## config.mk

```make
export PLATFORM = sky130hd
export DESIGN_NAME = multiplicador_4b
export DESIGN_NICKNAME = d
export VERILOG_FILES = /design/src/rtl/multiplicador_4b.sv
export SDC_FILE = /design/constraint.sdc
export NUM_CORES = 1
export LEC_CHECK = 0
export ABC_AREA = 0
export BUFFER_PORTS_ARGS = -buffer_cell sky130_fd_sc_hd__buf_4
export CAP_MARGIN = 10
export CORE_MARGIN = 8
export CORE_UTILIZATION = 60
export CTS_CLUSTER_SIZE = 10
export DETAILED_ROUTE_END_ITERATION = 7
export GPL_TIMING_DRIVEN = 0
export PLACE_DENSITY = 0.78
export SYNTH_ARGS = -nofsm -noshare
export SYNTH_HDL_FRONTEND = slang
export SYNTH_SLANG_ARGS = --single-unit
```

## constraint.sdc

```tcl
create_clock -name clk -period 4.03 [get_ports clk]
set_input_delay 0.806 -clock clk [delete_from_list [all_inputs] [get_ports clk]]
set_output_delay 0.806 -clock clk [all_outputs]
set_load 0.05 [all_outputs]
```

## src/rtl/multiplicador_4b.sv

```systemverilog
// Push-button 4-bit multiplier front panel: operand entry with up/down/ok,
// sequential shift-add product, result shown as high then low nibble on 4 LEDs.
module multiplicador_4b (
   input  logic       clk,
   input  logic       rst,
   input  logic       up,
   input  logic       down,
   input  logic       ok,
   output logic [3:0] leds,
   output logic       busy
);

   typedef enum logic [1:0] {
      ENTER_A = 2'd0,
      ENTER_B = 2'd1,
      SHOW_HI = 2'd2,
      SHOW_LO = 2'd3
   } phase_e;

   // Button conditioning, bit order {ok, down, up}; released level is 1.
   logic [2:0] s1_q, s2_q, s3_q;
   logic [2:0] btn_ev;
   logic       up_ev, down_ev, ok_ev;

   // NOTE: sequential state uses non-blocking assignments so every flop samples pre-edge values.
   always_ff @(posedge clk or negedge rst) begin
      if (!rst) begin
         s1_q <= 3'b111;
         s2_q <= 3'b111;
         s3_q <= 3'b111;
      end else begin
         s1_q <= {ok, down, up};
         s2_q <= s1_q;
         s3_q <= s2_q;
      end
   end

   assign btn_ev  = ~s2_q & s3_q;
   assign up_ev   = btn_ev[0];
   assign down_ev = btn_ev[1];
   assign ok_ev   = btn_ev[2];

   phase_e     phase_q,   phase_d;
   logic [3:0] a_q,       a_d;
   logic [3:0] b_q,       b_d;
   logic [7:0] acc_q,     acc_d;
   logic [7:0] mcand_q,   mcand_d;
   logic [3:0] mplier_q,  mplier_d;
   logic [1:0] cnt_q,     cnt_d;
   logic       busy_q,    busy_d;
   logic [7:0] product_q, product_d;
   logic [7:0] acc_sum;

   always_ff @(posedge clk or negedge rst) begin
      if (!rst) begin
         phase_q   <= ENTER_A;
         a_q       <= 4'd0;
         b_q       <= 4'd0;
         acc_q     <= 8'd0;
         mcand_q   <= 8'd0;
         mplier_q  <= 4'd0;
         cnt_q     <= 2'd0;
         busy_q    <= 1'b0;
         product_q <= 8'd0;
      end else begin
         phase_q   <= phase_d;
         a_q       <= a_d;
         b_q       <= b_d;
         acc_q     <= acc_d;
         mcand_q   <= mcand_d;
         mplier_q  <= mplier_d;
         cnt_q     <= cnt_d;
         busy_q    <= busy_d;
         product_q <= product_d;
      end
   end

   // NOTE: every next-state signal gets its hold value first, so no latch can be inferred.
   always_comb begin
      phase_d   = phase_q;
      a_d       = a_q;
      b_d       = b_q;
      acc_d     = acc_q;
      mcand_d   = mcand_q;
      mplier_d  = mplier_q;
      cnt_d     = cnt_q;
      busy_d    = busy_q;
      product_d = product_q;
      acc_sum   = acc_q + (mplier_q[0] ? mcand_q : 8'd0);

      if (busy_q) begin
         acc_d    = acc_sum;
         mcand_d  = {mcand_q[6:0], 1'b0};
         mplier_d = {1'b0, mplier_q[3:1]};
         cnt_d    = cnt_q + 2'd1;
         if (cnt_q == 2'd3) begin
            product_d = acc_sum;
            busy_d    = 1'b0;
         end
      end

      // ok takes priority over up/down in the same cycle, and is dropped while iterating.
      if (ok_ev) begin
         if (!busy_q) begin
            unique case (phase_q)
               ENTER_A: phase_d = ENTER_B;
               ENTER_B: begin
                  phase_d  = SHOW_HI;
                  acc_d    = 8'd0;
                  mcand_d  = {4'b0000, a_q};
                  mplier_d = b_q;
                  cnt_d    = 2'd0;
                  busy_d   = 1'b1;
               end
               SHOW_HI: phase_d = SHOW_LO;
               SHOW_LO: phase_d = ENTER_A;
            endcase
         end
      end else if (up_ev ^ down_ev) begin
         unique case (phase_q)
            ENTER_A: a_d = up_ev ? a_q + 4'd1 : a_q - 4'd1;
            ENTER_B: b_d = up_ev ? b_q + 4'd1 : b_q - 4'd1;
            default: ;
         endcase
      end
   end

   always_comb begin
      leds = 4'd0;
      unique case (phase_q)
         ENTER_A: leds = a_q;
         ENTER_B: leds = b_q;
         SHOW_HI: leds = busy_q ? 4'd0 : product_q[7:4];
         SHOW_LO: leds = product_q[3:0];
      endcase
   end

   assign busy = busy_q;

endmodule

```

==> results of run 1 <==
## logic make-up after synthesis
family / Yosys count / share of synthesized area [%]
compound gates: 58 / 13.7
xor+xnor: 11 / 3.74
mux: 19 / 7.76
flops: 50 / 49.0
buf+inv: 20 / 3.30
fa+ha+maj: 20 / 10.6
simple gates: 68 / 12.0
## layer usage
metal  part of all wire (%)  GRT usage [%]  vias up
met5                      0              0        -
met4                    1.3           5.54        0
met3                    6.3           3.94        6
met2                     45           24.4       38
met1                     47           23.1      843
li1                       -              -      868
## metrics by stage
| step | util (%) | hold slack (ps) |
|---|---|---|
| after floorplan | - | 345 |
| after global routing | 66.3 | 364 |
| after CTS | 66.3 | 361 |
| after detailed placement | 64.0 | 347 |
| final | 66.3 | 361 |
| after global placement | 64.0 | 345 |
## area by class of cell
| class | count | area, um^2 | area share (%) |
|---|---|---|---|
| plain buffers | 8 | 40.0 | 1.43 |
| clock buffers | 6 | 82.6 | 2.94 |
| clock inverters | 2 | 12.5 | 0.446 |
| inverters | 12 | 45.0 | 1.60 |
| multi-input cells | 176 | 1230 | 43.9 |
| flip-flops and latches | 50 | 1260 | 45.0 |
| well taps | 52 | 65.1 | 2.32 |
| repair buffers | 9 | 67.6 | 2.41 |
## registers in the layout (all words and copies together), names as in the netlist
signal and cells:
acc_q 8, mcand_q 8, product_q 8, a_q 4
b_q 4, mplier_q 4, s1_q 3, s2_q 3
s3_q 3, cnt_q 2, phase_q 2, busy 1
## Yosys cell counts, drive strengths merged
| master | n |
|---|---|
| dfrtp | 41 |
| nand2 | 39 |
| o21ai | 24 |
| a21oi | 18 |
| ha | 17 |
| nor2 | 15 |
| inv | 12 |
| mux2i | 11 |
| dfstp | 9 |
| mux2 | 8 |
| and2 | 7 |
| xnor2 | 7 |
| clkbuf | 5 |
| xor2 | 4 |
| a21o | 3 |
| a221o | 3 |
| buf | 3 |
| fa | 3 |
| nand2b | 2 |
| nor2b | 2 |
| o31ai | 2 |
| a211oi | 1 |
| a21boi | 1 |
| a222oi | 1 |
| a22o | 1 |
| and3 | 1 |
| nand3b | 1 |
| nor3b | 1 |
| o211ai | 1 |
| o21a | 1 |
| o21bai | 1 |
| o31a | 1 |
## critical path: cells and delay by family, from the launching register on
kind,cells,cell delay [ps]
adder cells (fa/ha/maj),1,170
flip-flops,1,410
AO/OA/AOI/OAI,3,350
buffers and inverters,3,620
## path summary, 6_finish.rpt
check,start,endpoint,slack (ps),cells past startpoint
worst min-delay path,s1_q[2],s2_q[2],360,0
max in group asynchronous,rst,product_q[2],3100,1
worst min register to register,s1_q[2],s2_q[2],360,0
worst max-delay path,phase_q[0],leds[3],1360,7
worst max register to register,mplier_q[0],product_q[6],1800,9
min in group asynchronous,rst,b_q[1],500,1
## where the power goes
group / switching [uW] / internal, uW / leakage [uW]
sequential: 145 / 666 / 0.000634
combinational: 546 / 349 / 0.000649
clock: 162 / 138 / 0.0000472
==> metrics.txt, run 1 <==
run status finished clean; post-CTS repair timing setup buffer count 0; CTS Buf Count 5; clk buf depth 2; most frequent cells in the layout 41 x dfrtp_1, 39 x nand2_1, 23 x o21ai_0; Final WS setup ~1400 ps; effective utilization at floorplan 60.9%; crit path capture type output pin; final hold violations 0; Fillers 330; area leader, netlist dfrtp_1; # diodes 0; RePlAce Congestion between 0.8 and 0.9; crit-path cells inv_1 > ha_1 > clkbuf_1 > a221o_1 > a21oi_1 > a21oi_1 > buf_4; Post-DP Area 2710 um^2; Synth Cell Area 2580 um^2; first-pass GRT wire length 8.31 mm; Mapped Nets 271; initial antenna violation count 0; most common cell after layout, fill and taps aside dfrtp_1; Non-Filler Instances 315; HPWL after detailed placement 3.54 mm; cell leakage power approximately 0.0013 uW; clock-pin slew on the worst setup and hold paths 90 ps; CP max stage delay 410 ps; Netlist cell types 36; worst-path maximum fanout 8; Final #Nets 287; post-DR vias/cell 5.57; #FFs+latches synth 50; die height approximately 82 um; Detailed Route Iter0 Violations 101; die area between 6000 and 7000 um^2; min Tclk post-route 2670 ps; CTS Root Cell clkbuf_8; CTS tree yes; via count of the routed design 1,755; WS Path Type reg2out; DR pass1 iterations 5; Max-Cap Viols 0; Final period util 66.2%; slowest CP cell dfrtp_1; max-slew violations 0; CP required 3220 ps; H-tree Lvls 2; Avg WL per Cell 15.5 um; unrepaired setup endpoints after global routing false; post-placement cell count 307; DIE WIDTH 81.6 um; Worst-Skew Late Latency approximately 300 ps; post-synthesis cell count 246; number of global-route vias before repair approximately 1,700; fmax 0.375 GHz; power per cell area 715 nW/um^2; Pwr Total 2010 uW; Design Area, Final 2810 um^2; Critical Path AT 1860 ps; sequential element share of the synthesized area 49.0%; antenna viol nets, final 0; Max-slew headroom around three fifths; cell mode on critical path a21oi_1; GRT Residual Overflow 0; mean post-synth cell area around 10 um^2; Syn. warnings 0; Area growth, synth to finish 8.83%; Worst Clk Skew about 6.7 ps; share of the synthesized area in the top cell type 39.8%; Least-Margin Pin Slew 621 ps; Peak VDD IR 0.000294 V; Post-route DRC 0; cts repair resizes 0; worst hold path class reg2reg; CTS Sinks 50; I/O pin total 10; startpoint types flip-flop; share of cells above drive strength 1 16.3%; Finish-stage setup viols 0; Rows 24; port bufs 9; total negative slack 0 ps; Total GRT Usage ~16%; top cells by area, synth dfrtp_1 40%, dfstp_2 9.2%, ha_1 8.2%; CORE AREA 4230 um^2; drt total wl approximately 5 mm; Post-CTS Hold Buffers 0; worst slack at placement 1680 ps; largest net degree at the start of global routing just over 50
Power figures use the tool's default switching activity.
==> run 2: changes to the inputs <==
--- a/config.mk
+++ b/config.mk
@@ -5,15 +5,15 @@
 export SDC_FILE = /design/constraint.sdc
 export NUM_CORES = 1
 export LEC_CHECK = 0
-export ABC_AREA = 0
+export ABC_AREA = 1
 export BUFFER_PORTS_ARGS = -buffer_cell sky130_fd_sc_hd__buf_4
 export CAP_MARGIN = 10
 export CORE_MARGIN = 8
-export CORE_UTILIZATION = 60
+export CORE_UTILIZATION = 55
 export CTS_CLUSTER_SIZE = 10
 export DETAILED_ROUTE_END_ITERATION = 7
 export GPL_TIMING_DRIVEN = 0
-export PLACE_DENSITY = 0.78
+export PLACE_DENSITY = 0.75
 export SYNTH_ARGS = -nofsm -noshare
 export SYNTH_HDL_FRONTEND = slang
 export SYNTH_SLANG_ARGS = --single-unit
==> constraint.sdc (replaced) <==
create_clock -name clk -period 2.35 [get_ports clk]
set_input_delay 0.47 -clock clk [delete_from_list [all_inputs] [get_ports clk]]
set_output_delay 0.47 -clock clk [all_outputs]
set_load 0.05 [all_outputs]
==> metrics.txt, run 2 <==
post-synthesis cell count 315; Synth Cell Area 2680 um^2; Netlist cell types 34; post-CTS repair timing setup buffer count 0; Worst Path Buf+Inv 4; Post-CTS Hold Buffers 0; most common cell after layout, fill and taps aside nand2_1; DR pass1 iterations 4; min Tclk post-route 2230 ps; slowest CP cell dfrtp_1; Max-Cap Viols 0; delay-heaviest family, CP buffers and inverters; Pwr Total 3800 uW; GRT Residual Overflow 0; Worst-Skew Late Latency 300 ps; sequential standard cell area around 1300 um^2; CORE AREA 4720 um^2; hold_ws 174 ps; Post-route DRC 0; crit path capture type output pin; crit-path cells buf_2 > inv_2 > buf_4 > nand3_1 > a32oi_2 > buf_4; Post-Synth Adder-Cell Area 10.2%; clk buf depth 2; asr flop ratio synth 100%; share of the synthesized area in the top cell type 38.2%; top cells by area, synth dfrtp_1 38%, nand2_1 14%, dfstp_2 8.8%; fmax 0.449 GHz; CTS Buf Count 5; Post-Synth XOR/XNOR Area 2.61%; Total GRT Usage 15.5%; die height roughly 86 um; Mapped Nets between 300 and 400; cell leakage power 0.00157 uW; largest registers acc_q: 8 flops, mcand_q: 8 flops, product_q: 8 flops; max-slew violations 0; unrepaired setup endpoints after global routing false; die area 7370 um^2; Least-Margin Pin Slew 636 ps; Rows 25; DIE WIDTH 85.9 um; Finish-stage setup viols 0; startpoint types flip-flop; post-DR vias/cell slightly above 5; initial antenna violation count 0; Fillers between 400 and 500; via count of the routed design 2,017; HPWL after detailed placement 3.94 mm; I/O pin total 10; Detailed Route Iter0 Violations 92; WS Path Type reg2out; cell mode on critical path buf_4; R2R Path Start mplier_q[0]; antenna viol nets, final 0; Synth top cells by count 102 x nand2_1, 41 x dfrtp_1, 32 x inv_1; cts repair resizes 0; CP required 1880 ps; EDFF count, synth 0; fin util a little over three fifths; worst-path maximum fanout 10; #FFs+latches synth 50; most frequent cells in the layout 102 x nand2_1, 41 x dfrtp_1, 32 x inv_1; multiplexer share of the synthesized area 0%; Final #Nets 356; Critical Path AT 1760 ps; CTS Root Cell clkbuf_8; Avg WL per Cell about 13 um; total negative slack 0 ps; # diodes 0; first-pass GRT wire length roughly 9.1 mm; ys flop type dfrtp_1; Area growth, synth to finish 10.8%; port bufs 9; CTS tree yes; RePlAce Congestion just over 0.8; Peak VDD IR 0.00107 V; number of global-route vias before repair 2,008; complex-gate fraction of the synthesized area 8.21%; drt total wl 5.25 mm; Syn. warnings 0; main combinational cell family by area after synthesis simple AND/OR/NAND/NOR gates; worst hold path class in2async; Post-DP Area 2860 um^2; run status finished clean; reg-to-reg endpoint product_q[4]; effective utilization at floorplan a little under three fifths; Design Area, Final 2970 um^2; CP max stage delay a little over 400 ps; simple-gate share of the synthesized area between 20 and 25%; H-tree Lvls 2; sequential element share of the synthesized area 47.0%; Final period util 94.8%; area leader, netlist dfrtp_1; area of the multi-input gates about 1200 um^2; reg-to-reg setup timing slack ~330 ps; mean post-synth cell area 8.52 um^2; final hold violations 0; WP depth 6; largest net degree at the start of global routing 51; count leader, synth nand2_1; clock-pin slew on the worst setup and hold paths 90 ps; Worst R2R Path Depth 13; Worst Clk Skew 6.17 ps; share of cells above drive strength 1 ~17%; CTS Sinks 50; power per cell area about 1300 nW/um^2; Max-slew headroom approximately 58%
## run 2: worst max-delay path by stage
stage | end | from | slack [ps]
2_1_floorplan | leds[0] | busy | 180
3_3_place_gp | product_q[4] | mplier_q[0] | 410
3_5_place_dp | product_q[6] | mplier_q[0] | 370
4_1_cts | leds[0] | busy | 130
5_1_grt | leds[0] | busy | 30
6_report | leds[0] | busy | 120
## run 2: cell type report
type                    count  area share [%]
multi-input cells         214            41.7
flip-flops and latches     50            42.4
repair buffers              9            2.27
clock buffers               8            3.70
plain buffers               7            1.47
well taps                  67            2.82
inverters                  44            5.55
## run 2: routing by layer
layer	part of all wire (%)	vias up	wire length (um)	GRT usage [%]
met3	2.8	12	147	3.25
met1	49	949	2560	20.1
met4	2.5	0	132	7.48
met5	0	-	0	0
li1	-	1031	-	-
met2	46	25	2400	24.2
## run 2: per-stage QoR
stage,cells,setup WS (ps)
3_5_place_dp,391,366
4_1_cts,399,129
3_3_place_gp,391,406
6_report,399,122
5_1_grt,399,32.9
2_1_floorplan,315,185
## run 2: where the power goes
| part | switching (uW) | leakage [uW] | internal (uW) |
|---|---|---|---|
| Sequential | 220 | 0.000632 | 1160 |
| Clock | 270 | 0.0000575 | 297 |
| Combinational | 1190 | 0.000880 | 664 |
| Total | 1680 | 0.00157 | 2120 |
## run 2: kinds of logic after synthesis
logic type	after synthesis
buffers and inverters	51
DFF	50
adders and majority gates	20
xor gates and xnor gates	8
and+or+nand+nor	149
AOI/OAI and AO/OA	37
